**src/rtl/buzzer_pattern_driver.sv**
```systemverilog
`default_nettype none
// ============================================================================
// Module      : buzzer_pattern_driver
// Description : Turns a one-cycle start strobe into a series of square-wave
//               beeps separated by silent gaps. The final beep can be
//               stretched to form the sprint-timer start cue. Reports busy
//               while running and a one-cycle done pulse at completion.
// Revision    : 1.0 - initial release
// ============================================================================
module buzzer_pattern_driver #(
    parameter int CLK_FREQ  = 25_000_000,
    parameter int TONE_HZ   = 2000,
    parameter int BEEP_MS   = 100,
    parameter int GAP_MS    = 400,
    parameter int LONG_MULT = 4
) (
    input  logic       clk,
    input  logic       rst_n,
    input  logic       start,
    input  logic [2:0] beep_count,
    input  logic       long_last,
    input  logic       abort,
    output logic       busy,
    output logic       done,
    output logic       buzzer_out
);

    // Derived timing, all in clock cycles
    localparam int HALF_CYC   = CLK_FREQ / (2 * TONE_HZ);
    localparam int BEEP_CYC   = (CLK_FREQ / 1000) * BEEP_MS;
    localparam int GAP_CYC    = (CLK_FREQ / 1000) * GAP_MS;
    localparam int c_LONG_CYC = LONG_MULT * BEEP_CYC;

    // One duration counter serves tone and gap, so size it for the longest
    localparam int c_MAX_A    = (c_LONG_CYC > BEEP_CYC) ? c_LONG_CYC : BEEP_CYC;
    localparam int c_MAX_CYC  = (c_MAX_A > GAP_CYC) ? c_MAX_A : GAP_CYC;
    localparam int c_DUR_W    = (c_MAX_CYC > 1) ? $clog2(c_MAX_CYC) : 1;
    localparam int c_HALF_W   = (HALF_CYC > 1) ? $clog2(HALF_CYC) : 1;

    // Counters compare against length-1
    localparam logic [c_DUR_W-1:0]  c_BEEP_LAST = c_DUR_W'(BEEP_CYC - 1);
    localparam logic [c_DUR_W-1:0]  c_LONG_LAST = c_DUR_W'(c_LONG_CYC - 1);
    localparam logic [c_DUR_W-1:0]  c_GAP_LAST  = c_DUR_W'(GAP_CYC - 1);
    localparam logic [c_HALF_W-1:0] c_HALF_LAST = c_HALF_W'(HALF_CYC - 1);

    typedef enum logic [1:0] {
        S_IDLE = 2'd0,
        S_TONE = 2'd1,
        S_GAP  = 2'd2
    } state_t;

    state_t              r_state;
    logic [c_DUR_W-1:0]  r_dur;
    logic [c_HALF_W-1:0] r_half;
    logic [2:0]          r_rem;
    logic                r_long;

    state_t              w_state_nxt;
    logic [c_DUR_W-1:0]  w_dur_nxt;
    logic [c_HALF_W-1:0] w_half_nxt;
    logic [2:0]          w_rem_nxt;
    logic                w_long_nxt;
    logic                w_busy_nxt;
    logic                w_done_nxt;
    logic                w_buz_nxt;
    logic [c_DUR_W-1:0]  w_tone_last;

    // Only the final beep of a long-last sequence is stretched
    assign w_tone_last = (r_long && (r_rem == 3'd1)) ? c_LONG_LAST : c_BEEP_LAST;

    // State register plus all registered outputs; reset dominates everything
    always_ff @(posedge clk) begin
        if (!rst_n) begin
            r_state    <= S_IDLE;
            r_dur      <= '0;
            r_half     <= '0;
            r_rem      <= '0;
            r_long     <= 1'b0;
            busy       <= 1'b0;
            done       <= 1'b0;
            buzzer_out <= 1'b0;
        end else begin
            r_state    <= w_state_nxt;
            r_dur      <= w_dur_nxt;
            r_half     <= w_half_nxt;
            r_rem      <= w_rem_nxt;
            r_long     <= w_long_nxt;
            busy       <= w_busy_nxt;
            done       <= w_done_nxt;
            buzzer_out <= w_buz_nxt;
        end
    end

    // Next-state, counter and output decode
    always_comb begin
        w_state_nxt = r_state;
        w_dur_nxt   = r_dur;
        w_half_nxt  = r_half;
        w_rem_nxt   = r_rem;
        w_long_nxt  = r_long;
        w_busy_nxt  = busy;
        w_done_nxt  = 1'b0;
        w_buz_nxt   = buzzer_out;

        case (r_state)
            S_IDLE: begin
                w_busy_nxt = 1'b0;
                w_buz_nxt  = 1'b0;
                // abort has no meaning here, so a simultaneous start wins
                if (start && (beep_count != 3'd0)) begin
                    w_state_nxt = S_TONE;
                    w_dur_nxt   = '0;
                    w_half_nxt  = '0;
                    w_rem_nxt   = beep_count;
                    w_long_nxt  = long_last;
                    w_busy_nxt  = 1'b1;
                    w_buz_nxt   = 1'b1;
                end
            end

            S_TONE: begin
                if (abort) begin
                    w_state_nxt = S_IDLE;
                    w_dur_nxt   = '0;
                    w_half_nxt  = '0;
                    w_rem_nxt   = '0;
                    w_long_nxt  = 1'b0;
                    w_busy_nxt  = 1'b0;
                    w_buz_nxt   = 1'b0;
                end else if (r_dur == w_tone_last) begin
                    w_dur_nxt  = '0;
                    w_half_nxt = '0;
                    w_buz_nxt  = 1'b0;
                    w_rem_nxt  = r_rem - 3'd1;
                    if (r_rem == 3'd1) begin
                        // Last beep: no trailing gap, straight to completion
                        w_state_nxt = S_IDLE;
                        w_long_nxt  = 1'b0;
                        w_busy_nxt  = 1'b0;
                        w_done_nxt  = 1'b1;
                    end else begin
                        w_state_nxt = S_GAP;
                    end
                end else begin
                    w_dur_nxt = r_dur + 1'b1;
                    if (r_half == c_HALF_LAST) begin
                        w_half_nxt = '0;
                        w_buz_nxt  = ~buzzer_out;
                    end else begin
                        w_half_nxt = r_half + 1'b1;
                    end
                end
            end

            S_GAP: begin
                if (abort) begin
                    w_state_nxt = S_IDLE;
                    w_dur_nxt   = '0;
                    w_half_nxt  = '0;
                    w_rem_nxt   = '0;
                    w_long_nxt  = 1'b0;
                    w_busy_nxt  = 1'b0;
                    w_buz_nxt   = 1'b0;
                end else if (r_dur == c_GAP_LAST) begin
                    // Fresh half-period count so every beep opens high
                    w_state_nxt = S_TONE;
                    w_dur_nxt   = '0;
                    w_half_nxt  = '0;
                    w_buz_nxt   = 1'b1;
                end else begin
                    w_dur_nxt = r_dur + 1'b1;
                end
            end

            default: begin
                w_state_nxt = S_IDLE;
                w_dur_nxt   = '0;
                w_half_nxt  = '0;
                w_rem_nxt   = '0;
                w_long_nxt  = 1'b0;
                w_busy_nxt  = 1'b0;
                w_buz_nxt   = 1'b0;
            end
        endcase
    end

endmodule
`default_nettype wire
```
**config.mk**
```make
export PLATFORM = sky130hd
export DESIGN_NAME = buzzer_pattern_driver
export DESIGN_NICKNAME = d
export VERILOG_FILES = /design/src/rtl/buzzer_pattern_driver.sv
export SDC_FILE = /design/constraint.sdc
export NUM_CORES = 1
export LEC_CHECK = 0
export BUFFER_PORTS_ARGS = -buffer_cell sky130_fd_sc_hd__buf_2
export CORE_UTILIZATION = 30
export DETAILED_ROUTE_END_ITERATION = 16
export GPL_TIMING_DRIVEN = 0
export HOLD_SLACK_MARGIN = 0.03
export SYNTH_ARGS = -nofsm -noshare
export SYNTH_HDL_FRONTEND = slang
export SYNTH_SLANG_ARGS = --single-unit
```
**constraint.sdc**
```tcl
create_clock -name clk -period 3.2 [get_ports clk]
set_clock_uncertainty 0.1 [all_clocks]
set_input_delay 0.64 -clock clk [delete_from_list [all_inputs] [get_ports clk]]
set_output_delay 0.64 -clock clk [all_outputs]
set_load 0.01 [all_outputs]
```
Yosys cells after proc, flatten, opt, wreduce, memory -nomap -nowiden
Index checks and enable logic that the tools add are counted.
{"block": "totals", "reg_bits": 46, "output_inout_bits": 3, "wordCells": 79}
{"block": "op_classes", "add_sub_neg": 3, "n_eq_ne": 12, "mux": 41, "bitwise_logic": 4, "n_reduce_logical": 11}
{"cell": "24-bit two-way mux", "n": 6}
{"cell": "13-bit two-way mux", "n": 6}
{"cell": "24-bit case mux with 3 select lines", "n": 1}
{"cell": "13-bit case mux with 3 select lines", "n": 1}
{"cell": "24-bit by 1-bit adder with 24-bit output, second input constant", "n": 1}
{"cell": "24-bit equality test", "n": 1}
{"cell": "24-bit equality test, second input constant", "n": 1}
{"cell": "13-bit by 1-bit adder with 13-bit output, second input constant", "n": 1}
{"cell": "13-bit equality test, second input constant", "n": 1}
{"cell": "1-bit two-way mux", "n": 12}
{"cell": "2-bit two-way mux", "n": 6}
{"cell": "3-bit two-way mux", "n": 4}
{"cell": "3-bit != test, second input constant", "n": 3}
{"cell": "1-bit case mux with 3 select lines", "n": 3}
{"cell": "3-bit case mux with 3 select lines", "n": 1}
{"cell": "3-bit AND reduction", "n": 3}
{"cell": "2-bit case mux with 3 select lines", "n": 1}
{"cell": "2-bit != test, second input constant", "n": 2}
{"cell": "4-bit != test, second input constant", "n": 1}
{"cell": "1-bit inverter", "n": 4}
{"cell": "2-bit AND reduction", "n": 2}
{"cell": "4-bit AND reduction", "n": 1}
{"cell": "4-bit OR reduction", "n": 1}
{"cell": "3-bit by 1-bit equality test with 1-bit output, second input constant", "n": 1}
{"cell": "6 further kinds", "n": 7}

Logic depth before layout (Yosys ltp)
Gate-level depths: netlist of the first run.
{"block": "depth", "word_depth": 7, "depth_mapped": 10}

Worst setup path after synthesis of the first run
Ideal clock, no wire load.
{"block": "synth_timing", "path_kind": "reg-to-reg", "startpoint": "register r_dur[21]", "endpoint": "register buzzer_out", "setup_ps": 117, "arrival_ps": 2031, "path_slack_ps": 951, "path_stages_with_launch": 8, "path_buffers": 1, "cell_sequence": "dfxtp_1 -> or4b_4 -> nor4_4 -> mux2_4 -> o21ai_2 -> buf_2 -> a211o_1 -> a32o_1"}
{"block": "synth_between", "elab_chain_len": 4}
{"element": "start, declared", "line": "53", "source": "logic [c_DUR_W-1:0] r_dur;"}
{"element": "start signal, assigned", "line": "84", "source": "r_dur <= w_dur_nxt;"}
{"element": "24-bit equality test", "line": "130", "source": "end else if (r_dur == w_tone_last) begin"}
{"element": "1-bit two-way mux", "line": "130"}
{"element": "1-bit two-way mux", "line": "122", "source": "if (abort) begin"}
{"element": "1-bit case mux with 3 select lines", "line": "105", "source": "case (r_state)"}
{"element": "end signal, assigned", "line": "90", "source": "buzzer_out <= w_buz_nxt;"}
{"element": "end, declared", "line": "25", "source": "output logic buzzer_out"}
Parallel ways exist; a longest one is shown, timed or not.
A chain may end at the register's enable or synchronous reset.

Final worst setup path of the first run
{"block": "layout_timing", "startpoint": "input port beep_count[2]", "endpoint": "register r_dur[14]"}
{"block": "layout_between", "elab_chain_len": 3}
{"element": "start, declared", "line": "20", "source": "input logic [2:0] beep_count,"}
{"element": "3-bit nonzero test", "line": "110", "source": "if (start && (beep_count != 3'd0)) begin"}
{"element": "1-bit logical AND", "line": "110"}
{"element": "2-bit != test (no line)"}
No other way between the ends.

==> results_dict.tcl, run 1 <==
set metrics [dict create \
    crit_family "simple AND/OR/NAND/NOR gates" \
    drt.antenna.violating_nets 0 \
    setup_viol 0 \
    final_common_cell "nand2_1" \
    cp.arrival_ns 2.93 \
    yosys_register_bits 46 \
    drt_iter0_drc 172 \
    start_kind "input port" \
    num_io_pins 11 \
    io_buffer_count 10 \
    place.gp.congestion 0.841 \
    start_util 0.313 \
    utilization 0.345 \
    worstPathMaxFanout 10 \
    synth_top_area_share 0.332 \
    critPathMaxStageDelay_ns 0.69 \
    dr.pass1.iters 4 \
    slew_viol_final 0 \
    leakage_nw 1.02 \
    syn_nets 361 \
    holdBufCountCts 0 \
    dp.cells 462 \
    cp-end-kind "flip-flop" \
    fin_crit_sh 0.882 \
    placed_area_um2 2960 \
    grt.overflow.total 0 \
    ctsRootBufferMaster "clkbuf_8" \
    coreArea_um2 8850 \
    fmax_mhz 354 \
    powerDensity_nw_per_um2 468 \
    wirelength_um 7000 \
    seq_area_frac_synth 0.332 \
    period_needed_ns 2.82 \
    cts_buffer_depth 2 \
    cts.sinks 46 \
    grt_usage 0.156 \
    ys.flop_type "dfxtp_1" \
    avgRoutedWirePerCell_um 14.9 \
    fp.dieH_um 98.1 \
    antenna_found_initial 0 \
    grt_start_max_net_pins 14 \
    post_drt_via_cell_ratio 5.61 \
    drive_above_1_share 0.0856 \
    tightest_slew_ns 0.806 \
    synth-async-reset-ratio 0 \
    drc_errors 0 \
    dieArea_um2 9630 \
    ctsResizeCount 0 \
    required_ns 3.31 \
    clk_latency_ns 0.30 \
    status "completed" \
    final_cell_mix "nand2_1 (49), dfxtp_1 (46), nand3_1 (21)" \
    grt_pass1_wl_um 12100 \
    antennaDiodeCount 0 \
    rsz0062_at_grt "no" \
    synth-edff-count 0 \
    post_cts_buffers 0 \
    whs_ns 0.362 \
    maxCapViolCount 0 \
    fp.dieW_um 98.1 \
    hold_viol 0 \
    nets 378 \
    cts_tree "yes" \
    instances_no_fill 470 \
    cts.clk_slew.worst_paths_ns 0.09 \
    yosysUniqueCellTypes 57 \
    vias 2637 \
    rows 34 \
    ys_top_cells_by_area "dfxtp_1 (33%), nand2_1 (6.6%), nand4_1 (4.5%)" \
    syn_inst 344 \
    path_buf_inv 3 \
    synth_top_area_cell "dfxtp_1" \
    area_growth_pct 9.97 \
    cp_cell_sequence "buf_2 > o31ai_1 > nand2_1 > clkbuf_1 > nor2_1 > clkbuf_1 > nand2_1 > o311ai_0" \
    netlist_area_um2 2770 \
    hold_class "reg -> reg" \
    ys_warn_count 0 \
    critical_path_class "in -> reg" \
    peakVddDrop_mv 0.182 \
    h-tree-depth 2 \
    critPathSlowestCell "nor2_1" \
    slew-limit-headroom 0.461 \
    hpwlAfterDp_um 5110 \
    stdcell_area_um2 3050 \
    cts_made_buffers 5 \
    tns_ns 0 \
    grt_pass1_vias 2481 \
    synth_area_per_cell_um2 8.06 \
]
worst register-to-register path: cells and delay by family (launching register included):
kind,cells,cell delay (ns)
buffers and inverters,2,0.43
DFF,1,0.38
AOI/OAI and AO/OA,3,0.81
and+or+nand+nor,3,0.82
cell usage after synthesis (4+ instances only):
library cell,instances
ha_1,9
mux2i_1,8
nor3_1,6
nor2_1,17
nor2b_1,4
o21ai_0,11
xor2_1,7
xnor2_1,4
o311ai_1,5
nand4_1,20
a21oi_1,7
and3_1,10
a31oi_1,12
clkbuf_1,9
inv_1,16
or4b_1,5
buf_2,5
nor4_1,6
nand2_1,49
o211ai_1,4
nand3_1,21
or4_1,4
and2_1,9
dfxtp_1,46
sequential cells by signal, summed over array words and instances (netlist names):
register and flops:
r_dur 24, r_half 13, r_rem 3, r_state 2, busy 1, buzzer_out 1, done 1, r_long 1
path summary, 6_finish.rpt:
| kind | start | end | slack, ns | depth (start not counted) |
|---|---|---|---|---|
| worst min register to register | busy$_SDFFE_PN0P_ | busy$_SDFFE_PN0P_ | 0.36 | 2 |
| worst min-delay path | busy$_SDFFE_PN0P_ | busy$_SDFFE_PN0P_ | 0.36 | 2 |
| worst max register to register | r_dur[11]$_SDFFE_PN0N_ | r_dur[1]$_SDFFE_PN0N_ | 0.54 | 8 |
| worst max-delay path | beep_count[2] | r_dur[14]$_SDFFE_PN0N_ | 0.38 | 8 |
power breakdown:
| group | total, W | internal, W | switching (W) |
|---|---|---|---|
| clock network | 0.000378 | 0.000175 | 0.000204 |
| logic | 0.000422 | 0.000142 | 0.000280 |
| registers | 0.000626 | 0.000602 | 0.0000245 |
layer usage:
layer | GRT usage | wire, um
met5 | 0 | 0
met4 | 0.0677 | 145
met3 | 0.0215 | 189
met2 | 0.237 | 3050
met1 | 0.221 | 3620
kinds of logic after synthesis:
family	after synthesis	synth area share
buffers and inverters	34	0.0510
adder cells (fa/ha/maj)	9	0.0406
XOR/XNOR	11	0.0347
AO/OA/AOI/OAI	63	0.160
AND/OR/NAND/NOR	172	0.347
multiplexers	9	0.0343
flip-flops	46	0.332
stage by stage:
step	setup slack, ns	power [W]
floorplan	0.951	0.000935
global placement	0.162	0.00105
detailed placement	0.0676	0.00106
CTS	0.456	0.00144
global route	0.157	0.00152
finish	0.378	0.00143
final cells by class:
type	instances	area (um2)
Buffer	18	81.3
Clock buffer	7	86.3
Clock inverter	1	5.00
Fill cell	926	5800
Inverter	16	60.1
Multi-Input combinational cell	264	1710
Sequential cell	46	921
Tap cell	108	135
Timing Repair Buffer	10	50.0
(Power assumes the default switching activity.)
==> run 2: changes to the inputs <==
--- a/config.mk
+++ b/config.mk
@@ -6,7 +6,8 @@
 export NUM_CORES = 1
 export LEC_CHECK = 0
 export BUFFER_PORTS_ARGS = -buffer_cell sky130_fd_sc_hd__buf_2
-export CORE_UTILIZATION = 30
+export CORE_UTILIZATION = 40
+export CTS_BUF_LIST = sky130_fd_sc_hd__clkbuf_2
 export DETAILED_ROUTE_END_ITERATION = 16
 export GPL_TIMING_DRIVEN = 0
 export HOLD_SLACK_MARGIN = 0.03
==> run 2 against run 1 <==
Against the previous run:
- combinational power hardly changed
- sequential cell count stayed put
- sequential share of layout area is 0.93 points higher
- first-iteration DRC count is 10% higher
- cell count is 6.6% lower
- highest routed layer unchanged
- largest power group unchanged
- global-route usage is 4.8 points higher
- power is 8.8% lower
- routed wire length is 0.47% lower
- largest cell class unchanged
- core utilization is 11 points higher
- count of clock-buffer cells in the layout is 1 lower
- via count hardly changed
==> results_dict.tcl, run 2 (same netlist as run 1, synthesis figures left out) <==
set metrics [dict create \
    fp.dieH_um 85.3 \
    hold_viol 0 \
    grt_pass1_vias 2402 \
    ctsResizeCount 0 \
    h-tree-depth 2 \
    maxCapViolCount 0 \
    largest_reg_flops 24 \
    fin_crit_sh 0.837 \
    drc_errors 0 \
    start_util 0.425 \
    powerDensity_nw_per_um2 440 \
    drt_iter0_drc 190 \
    grt_usage 0.204 \
    period_needed_ns 2.68 \
    vias 2635 \
    p_switching_w 0.000501 \
    holdBufCountCts 0 \
    regArea_um2 921 \
    dieArea_um2 7270 \
    post_drt_via_cell_ratio 6.00 \
    clk_latency_ns 0.43 \
    coreArea_um2 6530 \
    cts.sinks 46 \
    nets 378 \
    critical_path_class "reg -> reg" \
    regMostFlops "r_dur" \
    cts.clk_slew.worst_paths_ns 0.23 \
    drt.antenna.violating_nets 0 \
    avgRoutedWirePerCell_um 15.9 \
    critPathMaxStageDelay_ns 0.69 \
    area_growth_pct 6.68 \
    place.gp.congestion 0.817 \
    grt_start_max_net_pins 14 \
    grt_pass1_wl_um 11700 \
    dr.pass1.iters 4 \
    utilization 0.453 \
    crit_family "simple AND/OR/NAND/NOR gates" \
    rsz0062_at_grt "no" \
    worstPathMaxFanout 10 \
    tns_ns 0 \
    fmax_mhz 373 \
    wirelength_um 6970 \
    power_switching_share 0.385 \
    cts_buffer_depth 2 \
    cts_tree "yes" \
    top_regs "r_dur (24), r_half (13), r_rem (3)" \
    reg2reg_slack_ns 0.52 \
    hpwlAfterDp_um 5000 \
    tightest_slew_ns 0.810 \
    slew-limit-headroom 0.458 \
    fp.dieW_um 85.3 \
    antennaDiodeCount 0 \
    cts_made_buffers 5 \
    sequentialPowerShare 0.482 \
    final_common_cell "nand2_1" \
    rows 29 \
    status "completed" \
    cp-end-kind "flip-flop" \
    required_ns 3.44 \
    peakVddDrop_mv 0.225 \
    critPathSlowestCell "nor2_1" \
    final_cell_mix "nand2_1 (49), dfxtp_1 (46), nand3_1 (21)" \
    num_io_pins 11 \
    io_buffer_count 10 \
    ctsRootBufferMaster "clkbuf_2" \
    setup_viol 0 \
    grt.overflow.total 0 \
    nFillCells 650 \
    slew_viol_final 0 \
    p_int_w 0.000800 \
    cp.arrival_ns 2.92 \
    multi_input_area_um2 1710 \
    cp_cell_sequence "inv_1 > ha_1 > nand2_1 > clkbuf_1 > nor2_1 > clkbuf_1 > nand2_1 > o311ai_0" \
    start_kind "flip-flop" \
    drive_above_1_share 0.0856 \
    comb_power_share 0.325 \
    hold_class "in -> reg" \
    antenna_found_initial 0 \
    path_buf_inv 3 \
    leakage_nw 1.01 \
    clkPwrFrac 0.193 \
    post_cts_buffers 0 \
]
run 2: cell count changes in the layout (fill, tap and decap cells not counted):
| cell | before | now |
|---|---|---|
| clkbuf_1 | 10 | 9 |
| clkbuf_2 | 0 | 6 |
| clkbuf_8 | 6 | 0 |
| clkinv_1 | 0 | 1 |
run 2: worst reg2reg max path: stages, from the launching register on:
cell and delay (ns):
dfxtp_1 0.39, inv_1 0.09, ha_1 0.28, nand2_1 0.10, clkbuf_1 0.26, nor2_1 0.69
clkbuf_1 0.49, nand2_1 0.10, o311ai_0 0.09
run 2: final cells by class:
cell class	count	area share
multi-input cells	264	0.578
flip-flops and latches	46	0.311
plain buffers	18	0.0275
well taps	77	0.0326
repair buffers	10	0.0169
clock buffers	6	0.0102
inverters	16	0.0203
clock inverters	2	0.00296
run 2: power groups by stage:
stage	clock network (W)	registers [W]	logic (W)
final	0.000251	0.000627	0.000423
after global routing	0.000277	0.000630	0.000477
after CTS	0.000260	0.000627	0.000423
after detailed placement	0	0.000638	0.000421
after global placement	0	0.000637	0.000422
after floorplan	0	0.000636	0.000299
run 2: per-layer routing:
metal,up-vias,global-route usage,share of wire
met3,9,0.0370,0.048
met1,1264,0.283,0.49
met4,0,0.0652,0.012
met5,-,0,0
li1,1308,-,-
met2,54,0.322,0.45
run 2: stage by stage:
| step | total power [W] | instance area (um2) | hold WS [ns] | instances | worst slack (ns) |
|---|---|---|---|---|---|
| final | 0.00130 | 2960 | 0.351 | 439 | 0.521 |
| after global routing | 0.00138 | 2960 | 0.351 | 439 | 0.279 |
| after CTS | 0.00131 | 2960 | 0.343 | 439 | 0.551 |
| after detailed placement | 0.00106 | 2920 | 0.358 | 431 | 0.111 |
| after global placement | 0.00106 | 2920 | 0.346 | 431 | 0.0999 |
| after floorplan | 0.000935 | 2770 | 0.362 | 344 | 0.951 |
run 2: final timing paths:
kind	from	to	cells after the start
worst max-delay path	r_state[0]$_SDFFE_PN0P_	r_dur[14]$_SDFFE_PN0N_	8
worst min register to register	busy$_SDFFE_PN0P_	busy$_SDFFE_PN0P_	2
worst min-delay path	long_last	r_long$_SDFFE_PN0P_	3
worst max register to register	r_state[0]$_SDFFE_PN0P_	r_dur[14]$_SDFFE_PN0N_	8
==> run 3: changes to the inputs <==
==> constraint.sdc (replaced) <==
create_clock -name clk -period 2.5 [get_ports clk]
set_clock_uncertainty 0.1 [all_clocks]
set_input_delay 0.5 -clock clk [delete_from_list [all_inputs] [get_ports clk]]
set_output_delay 0.5 -clock clk [all_outputs]
set_load 0.01 [all_outputs]
==> run 3 against run 2 <==
Against the previous run:
- worst hold slack got worse by 0.14 ns
- clock power rose by 27%
- setup slack got worse by 0.45 ns
- core utilization rose by 2.4 points
- routed wire length rose by 1.6%
- critical path type unchanged
- largest cell class unchanged
- largest power group unchanged
==> results_dict.tcl, run 3 (same netlist as run 1, synthesis figures left out) <==
set metrics [dict create \
    hpwlAfterDp_um 5000 \
    vias 2629 \
    fin_crit_sh 0.972 \
    instances_no_fill 440 \
    wirelength_um 7080 \
    slew_viol_final 0 \
    slew-limit-headroom 0.607 \
    r2r-start "r_dur[19]$_SDFFE_PN0N_" \
    grt_usage 0.204 \
    cts_tree "yes" \
    drt_iter0_drc 244 \
    nets 379 \
    grt_most_used_layer "met2" \
    io_buffer_count 10 \
    gr-usage-met1 0.283 \
    cts.sinks 46 \
    grt.overflow.total 0 \
    critPathSlowestCell "or4b_4" \
    rsz0062_at_grt "yes" \
    num_io_pins 11 \
    start_util 0.425 \
    drive_above_1_share 0.165 \
    tns_ns 0 \
    place.gp.congestion 0.817 \
    hold_viol 0 \
    maxCapViolCount 0 \
    use_met3 0.0321 \
    cp.arrival_ns 2.66 \
    met2_usage 0.332 \
    drc_errors 0 \
    worstPathMaxFanout 10 \
    largest_reg_flops 24 \
    p_switching_w 0.000667 \
    rows 29 \
    coreArea_um2 6530 \
    antennaDiodeCount 0 \
    post_drt_via_cell_ratio 5.98 \
    clk_latency_ns 0.43 \
    dieArea_um2 7270 \
    tightest_slew_ns 0.590 \
    cts_buffer_depth 2 \
    ctsRootBufferMaster "clkbuf_2" \
    grt_pass1_vias 2407 \
    min-delay-start "long_last" \
    required_ns 2.73 \
    critPathMaxStageDelay_ns 0.54 \
    whs_ns 0.214 \
    regMostFlops "r_dur" \
    antenna_found_initial 0 \
    final_cell_mix "nand2_1 (48), dfxtp_1 (38), nand3_1 (21)" \
    dp.cells 431 \
    start_kind "flip-flop" \
    top_regs "r_dur (24), r_half (13), r_rem (3)" \
    comb_power_share 0.358 \
    dr.pass1.iters 4 \
    critical_path_class "reg -> reg" \
    leakage_nw 1.07 \
    fmax_mhz 412 \
    cp-startpoint "r_dur[19]$_SDFFE_PN0N_" \
    status "completed" \
    fp.dieW_um 85.3 \
    cp-end-kind "flip-flop" \
    grt_pass1_wl_um 11700 \
    cp_cell_sequence "or4b_4 > nor4_4 > mux2_4 > o211ai_1 > buf_4 > buf_8 > a32oi_2 > nor2_1" \
    clkPwrFrac 0.183 \
    setup_viol 0 \
    area_growth_pct 12.2 \
    powerDensity_nw_per_um2 560 \
    fp.dieH_um 85.3 \
    hold_class "in -> reg" \
    cts_made_buffers 5 \
    h-tree-depth 2 \
    avgRoutedWirePerCell_um 16.1 \
    final_common_cell "nand2_1" \
    peakVddDrop_mv 0.303 \
    power_switching_share 0.383 \
    drt.antenna.violating_nets 0 \
    grt_start_max_net_pins 14 \
    cts.clk_slew.worst_paths_ns 0.24 \
    p_int_w 0.00107 \
    period_needed_ns 2.43 \
    sequentialPowerShare 0.459 \
]
run 3: changes by cell type in the layout (fill, tap and decap cells not counted), sizes merged:
cell  delta
buf      +1
run 3: repair_timing:
action,4_1_cts,5_1_grt
resized for setup,8,32
endpoints found under the setup margin,37,41
pin swaps,0,7
hold buffers,0,0
gates cloned,0,0
buffers inserted,0,3
run 3: final timing paths:
path,end,slack [ns],cells past startpoint
hold / removal,r_long$_SDFFE_PN0P_,0.21,3
setup reg to reg,r_dur[1]$_SDFFE_PN0N_,0.07,8
hold reg to reg,busy$_SDFFE_PN0P_,0.38,2
setup / recovery,r_dur[1]$_SDFFE_PN0N_,0.07,8
run 3: critical path: cells and delay by family, from the launching register on:
kind	cells	cell delay [ns]
AOI/OAI and AO/OA	2	0.31
and+or+nand+nor	3	0.93
DFF	1	0.41
muxes	1	0.22
buffers and inverters	2	0.36
run 3: metal layers:
metal | vias up | share of wire | wire length [um]
li1 | 1313 | - | -
met1 | 1262 | 0.49 | 3500
met2 | 46 | 0.45 | 3200
met3 | 8 | 0.042 | 295
met4 | 0 | 0.012 | 88
met5 | - | 0 | 0
run 3: power by group through the flow:
| stage | Clock (W) | Sequential (W) | Combinational [W] |
|---|---|---|---|
| 2_1_floorplan | 0 | 0.000814 | 0.000383 |
| 6_report | 0.000318 | 0.000800 | 0.000623 |
| 5_1_grt | 0.000355 | 0.000806 | 0.000695 |
| 3_3_place_gp | 0 | 0.000815 | 0.000541 |
| 3_5_place_dp | 0 | 0.000817 | 0.000539 |
| 4_1_cts | 0.000333 | 0.000802 | 0.000552 |
run 3: cell type report:
class / count / area, um2
Buffer: 16 / 92.6
Tap cell: 77 / 96.3
Inverter: 16 / 60.1
Fill cell: 643 / 3420
Clock buffer: 6 / 30.0
Sequential cell: 46 / 933
Multi-Input combinational cell: 264 / 1820
Timing Repair Buffer: 13 / 72.6
Clock inverter: 2 / 8.76
run 3: through the flow:
step / area (um2) / utilization / power, W / worst slack (ns)
after floorplan: 2770 / - / 0.00120 / 0.251
after global placement: 2920 / 0.447 / 0.00136 / -0.460
after detailed placement: 2920 / 0.447 / 0.00136 / -0.449
after CTS: 2990 / 0.458 / 0.00169 / 0.0167
after global routing: 3110 / 0.476 / 0.00186 / -0.0414
final: 3110 / 0.476 / 0.00174 / 0.0703
